## src/rtl/serial_seq_ctrl.sv

```systemverilog
// Bit-serial CPU sequencer: accepts an instruction, drives the serial datapath for WIDTH
// bit-cycles, commits, holds out_en, then pulses done. Define SERIAL_CTRL_STEP_EN for step gating.
module serial_seq_ctrl #(
   parameter int unsigned WIDTH      = 8,
   parameter int unsigned OUT_CYCLES = 1
) (
   input  logic                                          clk,
   input  logic                                          rst_n,
   input  logic [3:0]                                    opcode,
   input  logic                                          inst_done,
   input  logic                                          btn_edge,
`ifdef SERIAL_CTRL_STEP_EN
   input  logic                                          step,
`endif
   output logic                                          busy,
   output logic                                          done,
   output logic                                          err,
   output logic [((WIDTH > 1) ? $clog2(WIDTH) : 1)-1:0] bit_idx,
   output logic [2:0]                                    alu_op,
   output logic                                          alu_start,
   output logic                                          carry_init,
   output logic                                          alu_en,
   output logic                                          reg_shift_en,
   output logic                                          acc_write_en,
   output logic                                          acc_load_en,
   output logic                                          reg_store_en,
   output logic                                          out_en
);

   localparam int unsigned BW = (WIDTH > 1) ? $clog2(WIDTH) : 1;
   localparam logic [BW-1:0] BitLast = BW'(WIDTH - 1);
   localparam logic [3:0] HoldLast = 4'(OUT_CYCLES - 1);

   typedef enum logic [2:0] {StIdle, StDecode, StShift, StWrite, StOutput} state_t;

   state_t        state_q, state_d;
   logic [3:0]    op_q, op_d;
   logic [BW-1:0] cnt_q, cnt_d;
   logic [3:0]    hold_q, hold_d;
   logic          err_q, err_d;
   logic          done_q, done_d;

   logic       dec_alu, dec_load, dec_store, dec_ill;
   logic [2:0] dec_op;
   logic       adv;

`ifdef SERIAL_CTRL_STEP_EN
   assign adv = step;
`else
   assign adv = 1'b1;
`endif

   always_comb begin
      dec_alu   = 1'b1;
      dec_load  = 1'b0;
      dec_store = 1'b0;
      dec_ill   = 1'b0;
      dec_op    = 3'b000;
      case (op_q)
         4'b0000, 4'b1000: dec_op = 3'b000;
         4'b0001, 4'b1001: dec_op = 3'b001;
         4'b0110, 4'b1100: dec_op = 3'b010;
         4'b0101, 4'b1011: dec_op = 3'b011;
         4'b0100, 4'b1010: dec_op = 3'b100;
         4'b0010:          dec_op = 3'b101;
         4'b0011:          dec_op = 3'b110;
         4'b0111, 4'b1101: begin
            dec_alu  = 1'b0;
            dec_load = 1'b1;
         end
         4'b1110: begin
            dec_alu   = 1'b0;
            dec_store = 1'b1;
         end
         default: begin
            dec_alu = 1'b0;
            dec_ill = 1'b1;
         end
      endcase
   end

   always_comb begin
      state_d      = state_q;
      op_d         = op_q;
      cnt_d        = cnt_q;
      hold_d       = hold_q;
      err_d        = err_q;
      done_d       = 1'b0;
      alu_start    = 1'b0;
      alu_en       = 1'b0;
      reg_shift_en = 1'b0;
      acc_write_en = 1'b0;
      acc_load_en  = 1'b0;
      reg_store_en = 1'b0;
      out_en       = 1'b0;
      case (state_q)
         StIdle: begin
            if (btn_edge && inst_done) begin
               op_d    = opcode;
               cnt_d   = '0;
               err_d   = 1'b0;
               state_d = StDecode;
            end
         end
         StDecode: begin
            if (dec_alu) begin
               // Bit 0 is processed here, so SHIFT starts at bit 1
               alu_start    = 1'b1;
               alu_en       = 1'b1;
               reg_shift_en = 1'b1;
               acc_write_en = 1'b1;
               if (WIDTH > 1) begin
                  cnt_d   = BW'(1);
                  state_d = StShift;
               end else begin
                  state_d = StWrite;
               end
            end else begin
               acc_load_en  = dec_load;
               reg_store_en = dec_store;
               if (dec_ill) err_d = 1'b1;
               done_d  = 1'b1;
               state_d = StIdle;
            end
         end
         StShift: begin
            if (adv) begin
               alu_en       = 1'b1;
               reg_shift_en = 1'b1;
               acc_write_en = 1'b1;
               if (cnt_q == BitLast) state_d = StWrite;
               else                  cnt_d   = cnt_q + BW'(1);
            end
         end
         StWrite: begin
            alu_en       = 1'b1;
            acc_write_en = 1'b1;
            hold_d       = '0;
            state_d      = StOutput;
         end
         StOutput: begin
            out_en = 1'b1;
            if (hold_q == HoldLast) begin
               done_d  = 1'b1;
               state_d = StIdle;
            end else begin
               hold_d = hold_q + 4'd1;
            end
         end
         default: state_d = StIdle;
      endcase
   end

   always_ff @(posedge clk) begin
      if (!rst_n) begin
         state_q <= StIdle;
         op_q    <= '0;
         cnt_q   <= '0;
         hold_q  <= '0;
         err_q   <= 1'b0;
         done_q  <= 1'b0;
      end else begin
         state_q <= state_d;
         op_q    <= op_d;
         cnt_q   <= cnt_d;
         hold_q  <= hold_d;
         err_q   <= err_d;
         done_q  <= done_d;
      end
   end

   assign busy       = (state_q != StIdle);
   assign done       = done_q;
   assign err        = err_q;
   assign bit_idx    = cnt_q;
   assign alu_op     = busy ? dec_op : 3'b000;
   assign carry_init = busy && dec_alu && (dec_op == 3'b001);

endmodule

```

## config.mk

```make
export PLATFORM = sky130hd
export DESIGN_NAME = serial_seq_ctrl
export DESIGN_NICKNAME = d
export VERILOG_FILES = /design/src/rtl/serial_seq_ctrl.sv
export SDC_FILE = /design/constraint.sdc
export NUM_CORES = 1
export LEC_CHECK = 0
export CAP_MARGIN = 15
export CORE_UTILIZATION = 40
export DETAILED_ROUTE_END_ITERATION = 8
export PLACE_DENSITY_LB_ADDON = 0.08
export SYNTH_ARGS = -nofsm -noshare
export SYNTH_HDL_FRONTEND = slang
export SYNTH_SLANG_ARGS = --single-unit
```

## constraint.sdc

```tcl
create_clock -name clk -period 1.85 [get_ports clk]
set_input_delay 0.555 -clock clk [delete_from_list [all_inputs] [get_ports clk]]
set_output_delay 0.555 -clock clk [all_outputs]
set_load 0.05 [all_outputs]
```

# == After elaboration in Yosys (flattened, before gate mapping) ==
# Index checks and enable logic that the tools add are counted.
# word_totals
reg_bits,16
input_bits,8
out_inout_bits,17
word_cells,91
# op_classes
n_eq_ne,28
n_addsub,2
n_reduce_logical,23
n_mux,32
# ops
op,count
$eq A4 B4 Y1 const B,7
$mux W3,7
$pmux W3 S6,1
$eq A4 B3 Y1 const B,4
$ne A2 B2 Y1 const B,8
$mux W1,15
$pmux W3 S5,1
$reduce_or A15 Y1,1
$reduce_or A12 Y1,1
$reduce_or A2 Y1,6
$pmux W3 S3,1
$eq A4 B2 Y1 const B,2
$logic_not A4 Y1,2
$pmux W1 S2,4
$pmux W4 S2,1
$reduce_and A4 Y1,2
$eq A3 B1 Y1 const B,2
$eq A3 B2 Y1 const B,2
$eq A3 B3 Y1 const B,2
$reduce_bool A3 Y1,2
$add A4 B1 Y4 const B,1
$eq A4 B1 Y1 const B,1
$mux W4,1
$reduce_and A2 Y1,2
6 further kinds,9

# == Depth between registers and ports, before layout ==
# logic_depth
word_depth,5
mapped_depth,6
depth_no_buf,6

# == Worst setup path before layout ==
# Ideal clock, no wire load.
# synth_path
path_type,flip-flop to output port
startpoint,reg op_q[3]
endpoint,out alu_en
required_ps,1295
arrival_ps,1954
path_buffers,2
path_stages_with_launch,7
setup_slack_ps,-659
cell_sequence,dfxtp_1 buf_2 maj3_2 nand2_1 a21oi_1 nor2_1 buf_4
# synth_via
elab_chain_cells,5
word_cells_on_any_way,16
classes_between,11 x eq/ne; 3 x mux; 2 x reduce/logical
# synth_rtl
element,line,source
start: declaration,37,"logic [3:0] op_q, op_d;"
start signal: assignment,164,op_q <= op_d;
$eq A4 B2 Y1 (tied with other cells),59,case (op_q)
$reduce_or A12 Y1 (no source line) (*),n/a,
$mux W1 (*),59,
$mux W1 (*),n/a,
$pmux W1 S2 (*),n/a,
end: declaration,22,"output logic alu_en,"
# Mark *: on every way between the ends. The rest lies on a longest branch, timed or not.

# == Worst setup path after layout ==
# layout_path
startpoint,reg op_q[3]
endpoint,out alu_en
# layout_via
elab_chain_cells,5
word_cells_on_any_way,16
classes_between,11 x eq/ne; 3 x mux; 2 x reduce/logical
# layout_rtl
element,line,source
$eq A4 B2 Y1 (tied with other cells),59,
$reduce_or A12 Y1 (no source line) (*),n/a,
$mux W1 (*),59,
$mux W1 (*),106,if (dec_alu) begin
$pmux W1 S2 (*),96,case (state_q)
# Marks and branches as above.

==> results_dict.tcl <==
set metrics [dict create \
    critical_path.top_delay_family "flip-flops" \
    start_util_pct 44.0 \
    grt_pass1_vias 931 \
    drc 0 \
    num_rows 17 \
    cp_num_buf_inv 1 \
    finalClockSkew_ns 0.00216 \
    synth_area_um2 1000 \
    h-tree-depth 1 \
    rrSetupSlack_ns 0.20 \
    dp_slack_ns -0.0653 \
    arrival_ns 1.47 \
    die_area_um2 2710 \
    yosysTopAreaCellShare_pct 32.0 \
    cp-end-kind "output port" \
    worst_pin_slew_ns 0.448 \
    relSlewSlack_pct 70.1 \
    via_per_inst 5.10 \
    area_growth_pct 78.0 \
    fin_area_um2 1780 \
    place_area_um2 1450 \
    clock_sinks 16 \
    path_clk_slew_ns 0.09 \
    synth-async-reset-ratio_pct 0 \
    grt_max_degree 14 \
    power_w 0.000864 \
    ys_top_cells_by_count "dfxtp_1, mux2i_1, nand2_1, nor2_1, nor2b_1" \
    final-max-slew-violation-count 0 \
    fillers 148 \
    cts_tree "done" \
    clk-insertion-delay-late_ns 0.29 \
    cts-root-buf "clkbuf_4" \
    ir_worst_vdd_v 0.000471 \
    synth-seq-cells 16 \
    synthDistinctLibCells 34 \
    yosys_warnings 0 \
    fin_crit_ns 2.02 \
    whs_ns 0.500 \
    power_density_nw_per_um2 484 \
    setup_tns_ns -1.45 \
    hp-class "reg -> reg" \
    cts_buffers 3 \
    synth_fp_nets 131 \
    antenna_found_initial 0 \
    clock_path_buffers 2 \
    postCtsHoldBufs 0 \
    crit_required_ns 1.29 \
    die-width_um 52.1 \
    outcome "complete, but fails checks" \
    fin_ws_ns -0.171 \
    yosysMostFrequentCell "dfxtp_1" \
    fin_crit_sh_pct 109 \
    cp_max_fo 3 \
    ys_seq_area_share_pct 32.0 \
    critPathKind "reg -> out" \
    cp_cell_sequence "maj3_2 > nand2_4 > a21oi_4 > nor2_4 > buf_6" \
    drive_gt1_share_pct 49.7 \
    max_stage_delay_ns 0.34 \
    yosysTopAreaCell "dfxtp_1" \
    drv_cap 0 \
    gp_congestion 0.793 \
    nets 178 \
    dp_hpwl_um 1660 \
    worst_setup_path_start_kind "register" \
    wl_met3_um 82 \
    synth_area_per_cell_um2 8.42 \
    grt-ovfl-total 0 \
    ios 25 \
    drt_iter0_drc 8 \
    critPathSlowestCell "dfxtp_2" \
    synth_area_leaders "dfxtp_1, mux2i_1, ha_1" \
    drt_first_pass_iters 4 \
    grt_usage_pct 21.9 \
    drt_wl_total_um 2700 \
    wl_met2_um 1390 \
    core-area_um2 2280 \
    antennaDiodeCount 0 \
    ant_nets 0 \
    synth_ff_type "dfxtp_1" \
    highest_layer "met4" \
    io_buffers 24 \
    wl_met1_um 1220 \
    wire_per_inst_um 14.0 \
    violations "setup timing" \
    die_h_um 52.1 \
    p_leak_nw 0.749 \
    fmax_mhz 495 \
    hold_violations 0 \
    synth_edf_count 0 \
    grt_pass1_wl_um 4270 \
    dr_total_vias 984 \
    rsz0062_at_grt "yes" \
    final-setup-viol-count 12 \
    syn-instance-count 119 \
]
-- state kept, by name (all words and copies together), names as in the netlist --
signal   flops
hold_q       4
err          1
done         1
state_q      3
op_q         4
bit_idx      3
-- repair_timing --
item / in CTS / in global routing
setup endpoints to repair: 12 / 12
pin swaps: 15 / 7
gates resized for setup: 33 / 13
endpoints found under the hold margin: 0 / 0
setup buffers: 12 / 2
-- metal layers --
layer | vias up | track usage, %
met5 | - | 0
met4 | 0 | 5.41
met3 | 2 | 3.51
met2 | 23 | 37.2
met1 | 465 | 28.7
li1 | 494 | -
-- logic make-up after synthesis --
logic type,count (synthesis),share of synthesized area [%]
adders and majority gates,5,6.12
AOI/OAI and AO/OA,16,12.5
muxes,11,11.0
buffers and inverters,16,8.61
and+or+nand+nor,53,28.1
xor gates and xnor gates,2,1.75
DFF,16,32.0
-- path summary, 6_finish.rpt --
kind | startpoint | to | depth (start not counted)
worst min-delay path | bit_idx[1] | bit_idx[1] | 2
worst min register to register | bit_idx[1] | bit_idx[1] | 2
worst max-delay path | op_q[3] | alu_en | 5
worst max register to register | state_q[1] | err | 6
-- worst register-to-register path: stages (launching register included) --
cell and delay [ns]:
dfxtp_4 0.38, buf_6 0.12, nor3_4 0.22, buf_6 0.15, and3_1 0.35, o22ai_1 0.14
and2_1 0.18
-- final cells by class --
| type | instances | area [µm²] | share of cell area, % |
|---|---|---|---|
| well taps | 28 | 35.0 | 1.96 |
| multi-input cells | 87 | 769 | 43.1 |
| inverters | 7 | 28.8 | 1.61 |
| repair buffers | 51 | 582 | 32.6 |
| flip-flops and latches | 16 | 333 | 18.7 |
| clock buffers | 4 | 36.3 | 2.03 |
-- cells in the final DEF, fill, tap and decap left out, types with 2 or more instances in the layout --
master,count
a21oi_4,4
and2_1,3
and3_1,2
buf_12,10
buf_4,20
buf_6,13
clkbuf_4,3
clkdlybuf4s50_1,7
dfxtp_1,10
dfxtp_2,4
dfxtp_4,2
ha_1,4
inv_1,6
mux2i_1,10
nand2_1,9
nand2b_4,2
nand3_1,5
nor2_1,4
nor2_2,2
nor2_4,3
nor2b_1,8
nor3_1,2
nor3_4,3
o21ai_0,2
xor2_1,2
-- metrics by stage --
stage | utilization (%) | instances
2_1_floorplan | - | 119
3_3_place_gp | 63.7 | 176
3_5_place_dp | 63.7 | 176
4_1_cts | 75.0 | 191
5_1_grt | 78.4 | 193
6_report | 78.4 | 193
-- power breakdown --
group	total [W]	switching [W]	internal (W)
logic	0.000268	0.000135	0.000133
registers	0.000362	0.0000107	0.000352
clock network	0.000234	0.000114	0.000120
total	0.000864	0.000260	0.000605
Power figures use the tool's default switching activity.
